`src/rtl/key_debounce.sv`:
```
// Pushbutton conditioner: two-flop synchroniser, per-key stability counter FSM,
// registered active-high level with one-cycle press/release strobes.
module key_debounce #(
  parameter int unsigned NUM_KEYS        = 2,
  parameter int unsigned DEBOUNCE_CYCLES = 1000000
) (
  input  logic                clk,
  input  logic                rst_n,
  input  logic [NUM_KEYS-1:0] key_n_in,
  output logic [NUM_KEYS-1:0] key_down,
  output logic [NUM_KEYS-1:0] key_press,
  output logic [NUM_KEYS-1:0] key_release
);

  localparam int unsigned CNT_W = $clog2(DEBOUNCE_CYCLES + 1);
  localparam logic [CNT_W-1:0] CNT_LAST = CNT_W'(DEBOUNCE_CYCLES - 1);

  typedef enum logic [1:0] {
    ST_UP     = 2'd0,
    ST_UP_CHK = 2'd1,
    ST_DOWN   = 2'd2,
    ST_DN_CHK = 2'd3
  } state_e;

  logic [NUM_KEYS-1:0] sync1_q, sync1_d;
  logic [NUM_KEYS-1:0] sync2_q, sync2_d;

  always_comb begin
    sync1_d = key_n_in;
    sync2_d = sync1_q;
  end

  // Synchroniser resets to "released" so a held key is seen as a fresh press
  always_ff @(posedge clk or negedge rst_n) begin
    if (!rst_n) begin
      sync1_q <= '1;
      sync2_q <= '1;
    end else begin
      sync1_q <= sync1_d;
      sync2_q <= sync2_d;
    end
  end

  for (genvar i = 0; i < NUM_KEYS; i++) begin : g_key
    state_e           state_q, state_d;
    logic [CNT_W-1:0] cnt_q, cnt_d;
    logic             down_q, down_d;
    logic             press_q, press_d;
    logic             release_q, release_d;
    logic             s;

    assign s = sync2_q[i];

    always_comb begin
      state_d   = state_q;
      cnt_d     = cnt_q;
      down_d    = down_q;
      press_d   = 1'b0;
      release_d = 1'b0;
      case (state_q)
        ST_UP: begin
          down_d = 1'b0;
          if (!s) begin
            state_d = ST_UP_CHK;
            cnt_d   = '0;
          end
        end
        ST_UP_CHK: begin
          if (s) begin
            state_d = ST_UP;
            cnt_d   = '0;
          end else if (cnt_q == CNT_LAST) begin
            state_d = ST_DOWN;
            cnt_d   = '0;
            down_d  = 1'b1;
            press_d = 1'b1;
          end else begin
            cnt_d = cnt_q + CNT_W'(1);
          end
        end
        ST_DOWN: begin
          down_d = 1'b1;
          if (s) begin
            state_d = ST_DN_CHK;
            cnt_d   = '0;
          end
        end
        ST_DN_CHK: begin
          if (!s) begin
            state_d = ST_DOWN;
            cnt_d   = '0;
          end else if (cnt_q == CNT_LAST) begin
            state_d   = ST_UP;
            cnt_d     = '0;
            down_d    = 1'b0;
            release_d = 1'b1;
          end else begin
            cnt_d = cnt_q + CNT_W'(1);
          end
        end
        default: begin
          state_d = ST_UP;
          cnt_d   = '0;
          down_d  = 1'b0;
        end
      endcase
    end

    always_ff @(posedge clk or negedge rst_n) begin
      if (!rst_n) begin
        state_q   <= ST_UP;
        cnt_q     <= '0;
        down_q    <= 1'b0;
        press_q   <= 1'b0;
        release_q <= 1'b0;
      end else begin
        state_q   <= state_d;
        cnt_q     <= cnt_d;
        down_q    <= down_d;
        press_q   <= press_d;
        release_q <= release_d;
      end
    end

    assign key_down[i]    = down_q;
    assign key_press[i]   = press_q;
    assign key_release[i] = release_q;
  end

endmodule

```
`config.mk`:
```
export PLATFORM = sky130hd
export DESIGN_NAME = key_debounce
export DESIGN_NICKNAME = d
export VERILOG_FILES = /design/src/rtl/key_debounce.sv
export SDC_FILE = /design/constraint.sdc
export NUM_CORES = 1
export LEC_CHECK = 0
export BUFFER_PORTS_ARGS = -buffer_cell sky130_fd_sc_hd__buf_2
export CAP_MARGIN = 5
export CORE_UTILIZATION = 43
export CTS_BUF_LIST = sky130_fd_sc_hd__clkbuf_2
export DETAILED_ROUTE_END_ITERATION = 12
export GPL_ROUTABILITY_DRIVEN = 0
export PLACE_DENSITY = 0.68
export SLEW_MARGIN = 20
export SYNTH_ARGS = -nofsm -noshare
export SYNTH_HDL_FRONTEND = slang
export SYNTH_SLANG_ARGS = --single-unit
```
`constraint.sdc`:
```
create_clock -name clk -period 2.6 [get_ports clk]
set_input_delay 0.39 -clock clk [delete_from_list [all_inputs] [get_ports clk]]
set_output_delay 0.39 -clock clk [all_outputs]
set_load 0.02 [all_outputs]
```
# Word level (Yosys, flattened, before mapping)
# Cells that the tools add are included.
[op_classes]
addsub = 2
eq_ne = 24
mux = 46
reduce_logical = 8
[ops]
columns = ["op", "n"]
rows = [
  ["$mux W20", 10],
  ["$pmux W20 S4", 2],
  ["$add A20 B1 Y20 const B", 2],
  ["$eq A20 B20 Y1 const B", 2],
  ["$mux W2", 12],
  ["$ne A2 B2 Y1 const B", 12],
  ["$mux W1", 18],
  ["$pmux W2 S4", 2],
  ["$reduce_and A4 Y1", 4],
  ["$ne A3 B3 Y1 const B", 4],
  ["$eq A2 B2 Y1 const B", 4],
  ["$pmux W1 S4", 2],
  ["$eq A2 B1 Y1 const B", 2],
  ["$logic_not A2 Y1", 2],
  ["$reduce_and A2 Y1", 2],
]
[totals]
reg_bits = 54

# Longest topological paths before layout
[depth]
ltp_word = 4
depth_mapped = 8
depth_no_buf = 7

# Worst setup path after synthesis
# No wires, ideal clock.
[synth_timing]
path_type = "register to register"
from = "reg sync2_q[0]"
to = "reg g_key[0].cnt_q[10]"
t_arrival_ps = 1873
required_time_ps = 2482
slack_ps = 609
path_stages_with_launch = 8
path_buffers = 2
period_less_slack_ps = 1991
path_cell_list = "dfstp_2 > buf_2 > mux2_2 > nor3_2 > a21o_4 > buf_12 > o22ai_1 > a21o_1"
[synth_via]
elab_chain_cells = 2
word_cells_on_any_way = 6
cone_classes = "eq/ne (2); mux (3); reduce/logical (1)"
[synth_lines]
columns = ["item", "line", "source"]
rows = [
  ["from (decl)", "26", "logic [NUM_KEYS-1:0] sync2_q, sync2_d;"],
  ["from (signal assigned)", "40", "sync2_q <= sync2_d;"],
  ["$mux W20 (tied with other cells)", "89", "if (!s) begin"],
  ["$pmux W20 S4 or $reduce_and A2 Y1 (tied branches)", "--", ""],
  ["to (signal assigned)", "118", "cnt_q <= cnt_d;"],
  ["to (decl)", "46", "logic [CNT_W-1:0] cnt_q, cnt_d;"],
]
# Several ways; a longest one is shown, not always the timed one.
# A chain may end at the register's enable or synchronous reset.

# Final worst setup path
[layout_timing]
from = "reg g_key[1].cnt_q[7]"
to = "reg g_key[1].state_q[0]"
[layout_via]
elab_chain_cells = 3
word_cells_on_any_way = 4
cone_classes = "eq/ne (3); reduce/logical (1)"
[layout_lines]
columns = ["item", "line", "source"]
rows = [
  ["from (decl)", "46", ""],
  ["from (signal assigned)", "118", ""],
  ["$eq A20 B20 Y1 *", "72, 92", ""],
  ["$ne A3 B3 Y1 (no source line)", "--", ""],
  ["$reduce_and A4 Y1 (no source line) *", "--", ""],
  ["to (signal assigned)", "117", "state_q <= state_d;"],
  ["to (decl)", "45", "state_e state_q, state_d;"],
]
# Every way passes the cells marked *; elsewhere a longest branch is shown, timed or not.

==> flow_metrics.env <==
export IMPL_use_met1_pct=20.7
export IMPL_total_switching_power_mw=0.937
export IMPL_report_final_slew_viol_count=0
export IMPL_synth_warnings=0
export IMPL_max_freq_ghz=0.447
export IMPL_layout_common_cells="dfrtp_1 (50), nor2_1 (46), nand2_1 (25), xor2_1 (20), nand3_1 (15)"
export IMPL_dr_total_vias=2132
export IMPL_crit_arrival_ns=2.64
export IMPL_grt_use_met2_pct=29.8
export IMPL_syn_to_final_growth_pct=6.64
export IMPL_drive_above_1_share_pct=14.8
export IMPL_whs_endpoint="sync2_q[0]"
export IMPL_worstHoldPathCells=0
export IMPL_fin_skew_ns=0.0168
export IMPL_netlist_instances=290
export IMPL_cts_tree="built"
export IMPL_synth_cell_types=55
export IMPL_cts_made_buffers=5
export IMPL_r2r_slack_ns=0.36
export IMPL_async_flop_share_pct=100
export IMPL_max_stage_delay_ns=0.54
export IMPL_mostFrequentLayoutCell="dfrtp_1"
export IMPL_cts_resized=0
export IMPL_ant_nets=0
export IMPL_clock_tree_root_cell="clkbuf_2"
export IMPL_synth_edf_count=0
export IMPL_synth_top_flop_cell="dfrtp_1"
export IMPL_intPower_mw=1.46
export IMPL_die_w_um=84.7
export IMPL_antenna_found_initial=0
export IMPL_die_area_sq_um=7180
export IMPL_r2r_end="g_key[1].state_q[0]"
export IMPL_worstHoldPathType="reg2reg"
export IMPL_hold_viol=0
export IMPL_crit_family="simple AND/OR/NAND/NOR gates"
export IMPL_cp_slowest_cell="or4b_4"
export IMPL_worstPathRequired_ns=3.00
export IMPL_setup_tns_ns=0
export IMPL_synth_area_per_cell_sq_um=10.1
export IMPL_nets=318
export IMPL_grt_busiest_layer="met2"
export IMPL_setup_viol=0
export IMPL_vias_per_cell=5.58
export IMPL_io_pins=10
export IMPL_clk_pin_slew_worst_paths_ns=0.30
export IMPL_syn_area_sq_um=2940
export IMPL_rsz0062_at_grt="no"
export IMPL_diodes=0
export IMPL_end_kind="flip-flop"
export IMPL_clkLatencyLatePin_ns=0.46
export IMPL_wl_per_cell_um=14.5
export IMPL_final_core_utilization_pct=48.6
export IMPL_synth_nets=304
export IMPL_cp_buffers_inverters=0
export IMPL_pwr_share_clk_pct=19.1
export IMPL_power_density_nw_per_um2=765
export IMPL_rr_startpoint="g_key[1].cnt_q[7]"
export IMPL_seq_power_share_pct=42.2
export IMPL_switching_share_pct=39.0
export IMPL_reg2regPathDepth=5
export IMPL_grt_pass1_wl_mm=9.77
export IMPL_pwr_share_comb_pct=38.7
export IMPL_worstMarginPinSlew_ns=0.669
export IMPL_port_buffers=9
export IMPL_fin_crit_ns=2.24
export IMPL_drt_wl_total_mm=5.53
export IMPL_coreArea_sq_um=6460
export IMPL_ys_seq_elements=54
export IMPL_htreeDepth=2
export IMPL_globalRoute_totalOverflow=0
export IMPL_grt_use_met3_pct=2.85
export IMPL_power_leakage_nw=1.37
export IMPL_grt_max_degree=55
export IMPL_cts_sinks=54
export IMPL_crit_chain="or4b_4, nor4_4, nand2_2, a21oi_4, mux2i_1"
export IMPL_crit_path_max_fanout=16
export IMPL_cap_violations=0
export IMPL_status="finished, final reports clean"
export IMPL_drt_pass1_iterations=6
export IMPL_num_rows=29
export IMPL_fin_hold_ws_ns=0.378
export IMPL_finalCritPeriodShare_pct=86.1
export IMPL_critPathKind="reg2reg"
export IMPL_vdd_ir_drop_max_v=0.000539
export IMPL_grt_pass1_vias=2181
export IMPL_hold_start="sync1_q[0]"
export IMPL_drc=0
export IMPL_dp_hpwl_mm=3.74
export IMPL_clockBufferDepth=2
export IMPL_start_util_pct=45.5
export IMPL_ys_seq_area_share_pct=46.1
export IMPL_die_h_um=84.7
export IMPL_drt_iter0_drc=76
export IMPL_slew_headroom_pct=55.0
export IMPL_cts_hold_buffers=3
export IMPL_cts_setup_buffers=0
export IMPL_worstSetupStartpointType="flip-flop"
export IMPL_groute_usage_overall_pct=16.9
==> Yosys cell counts, types with 2 or more instances <==
cell type	number	area share, %
inv_1	9	1.1
nor4_4	2	1.4
xor2_1	20	6.0
o21ai_0	4	0.68
mux2i_1	4	1.4
dfstp_2	4	3.6
nand3_1	15	2.6
nand2_1	25	3.2
ha_1	10	4.3
buf_2	2	0.34
mux2_2	4	1.5
xnor2_1	8	2.4
nor2_1	46	5.9
o22ai_1	3	0.64
a221oi_1	2	0.60
nand2b_1	4	0.85
o2bb2ai_1	2	0.60
a21oi_1	4	0.68
a31oi_1	8	1.7
nor3b_1	2	0.51
a32o_1	3	1.0
nor4_1	2	0.43
dfrtp_1	50	43
nor3_1	6	1.0
buf_4	7	1.8
and3_1	6	1.3
nand4_1	10	2.1
==> per-layer routing <==
| metal | up-vias | wire length (um) |
|---|---|---|
| met5 | - | 0 |
| met4 | 0 | 21 |
| met3 | 4 | 159 |
| met2 | 46 | 2780 |
| met1 | 1034 | 2570 |
| li1 | 1048 | - |
==> kinds of logic (layout without fill, tap and decap cells) <==
family / count (synthesis) / after routing / synth area share, %
simple gates: 132 / 132 / 23.6
flops: 54 / 54 / 46.1
compound gates: 36 / 36 / 9.44
xor+xnor: 28 / 28 / 8.34
buf+inv: 20 / 35 / 4.34
fa+ha+maj: 10 / 10 / 4.25
mux: 10 / 10 / 3.87
==> worst max path at each step <==
stage	slack [ns]	start	cells past startpoint	to
2_1_floorplan	0.61	sync2_q[0]	7	g_key[0].cnt_q[10]
3_3_place_gp	0.45	g_key[1].cnt_q[7]	5	g_key[1].state_q[0]
3_5_place_dp	0.40	g_key[1].cnt_q[7]	5	g_key[1].state_q[0]
4_1_cts	0.34	g_key[1].cnt_q[7]	5	g_key[1].state_q[0]
5_1_grt	0.22	g_key[1].cnt_q[7]	5	g_key[1].state_q[0]
6_report	0.36	g_key[1].cnt_q[7]	5	g_key[1].state_q[0]
==> layout make-up <==
class | count | area [sq um]
clock buffer | 5 | 25.0
clock inverter | 3 | 47.5
fill | 611 | 3320
inverter | 9 | 33.8
multi-input combinational | 216 | 1460
sequential | 54 | 1360
tap | 77 | 96.3
timing repair buffer | 18 | 120
==> power groups by stage <==
stage,logic [mW],registers (mW),clock network [mW]
floorplan,0.796,1.01,0
global placement,0.904,1.03,0
detailed placement,0.928,1.03,0
CTS,0.935,1.01,0.474
global route,1.05,1.03,0.507
finish,0.929,1.01,0.459
==> through the flow <==
stage | instances | cell area (sq um) | setup slack, ns | power [mW]
global route | 382 | 3140 | 0.223 | 2.59
detailed placement | 371 | 3030 | 0.396 | 1.96
global placement | 371 | 3030 | 0.453 | 1.93
finish | 382 | 3140 | 0.361 | 2.40
CTS | 382 | 3140 | 0.336 | 2.42
floorplan | 290 | 2940 | 0.609 | 1.80
==> sequential cells by signal, indices dropped and copies added (netlist names), named ones only <==
name,count
g_key.press_q,2
g_key.state_q,2
sync2_q,2
g_key.release_q,2
sync1_q,2
g_key.cnt_q,40
g_key.down_q,2
Note: power is estimated with default switching activity, not from simulation.
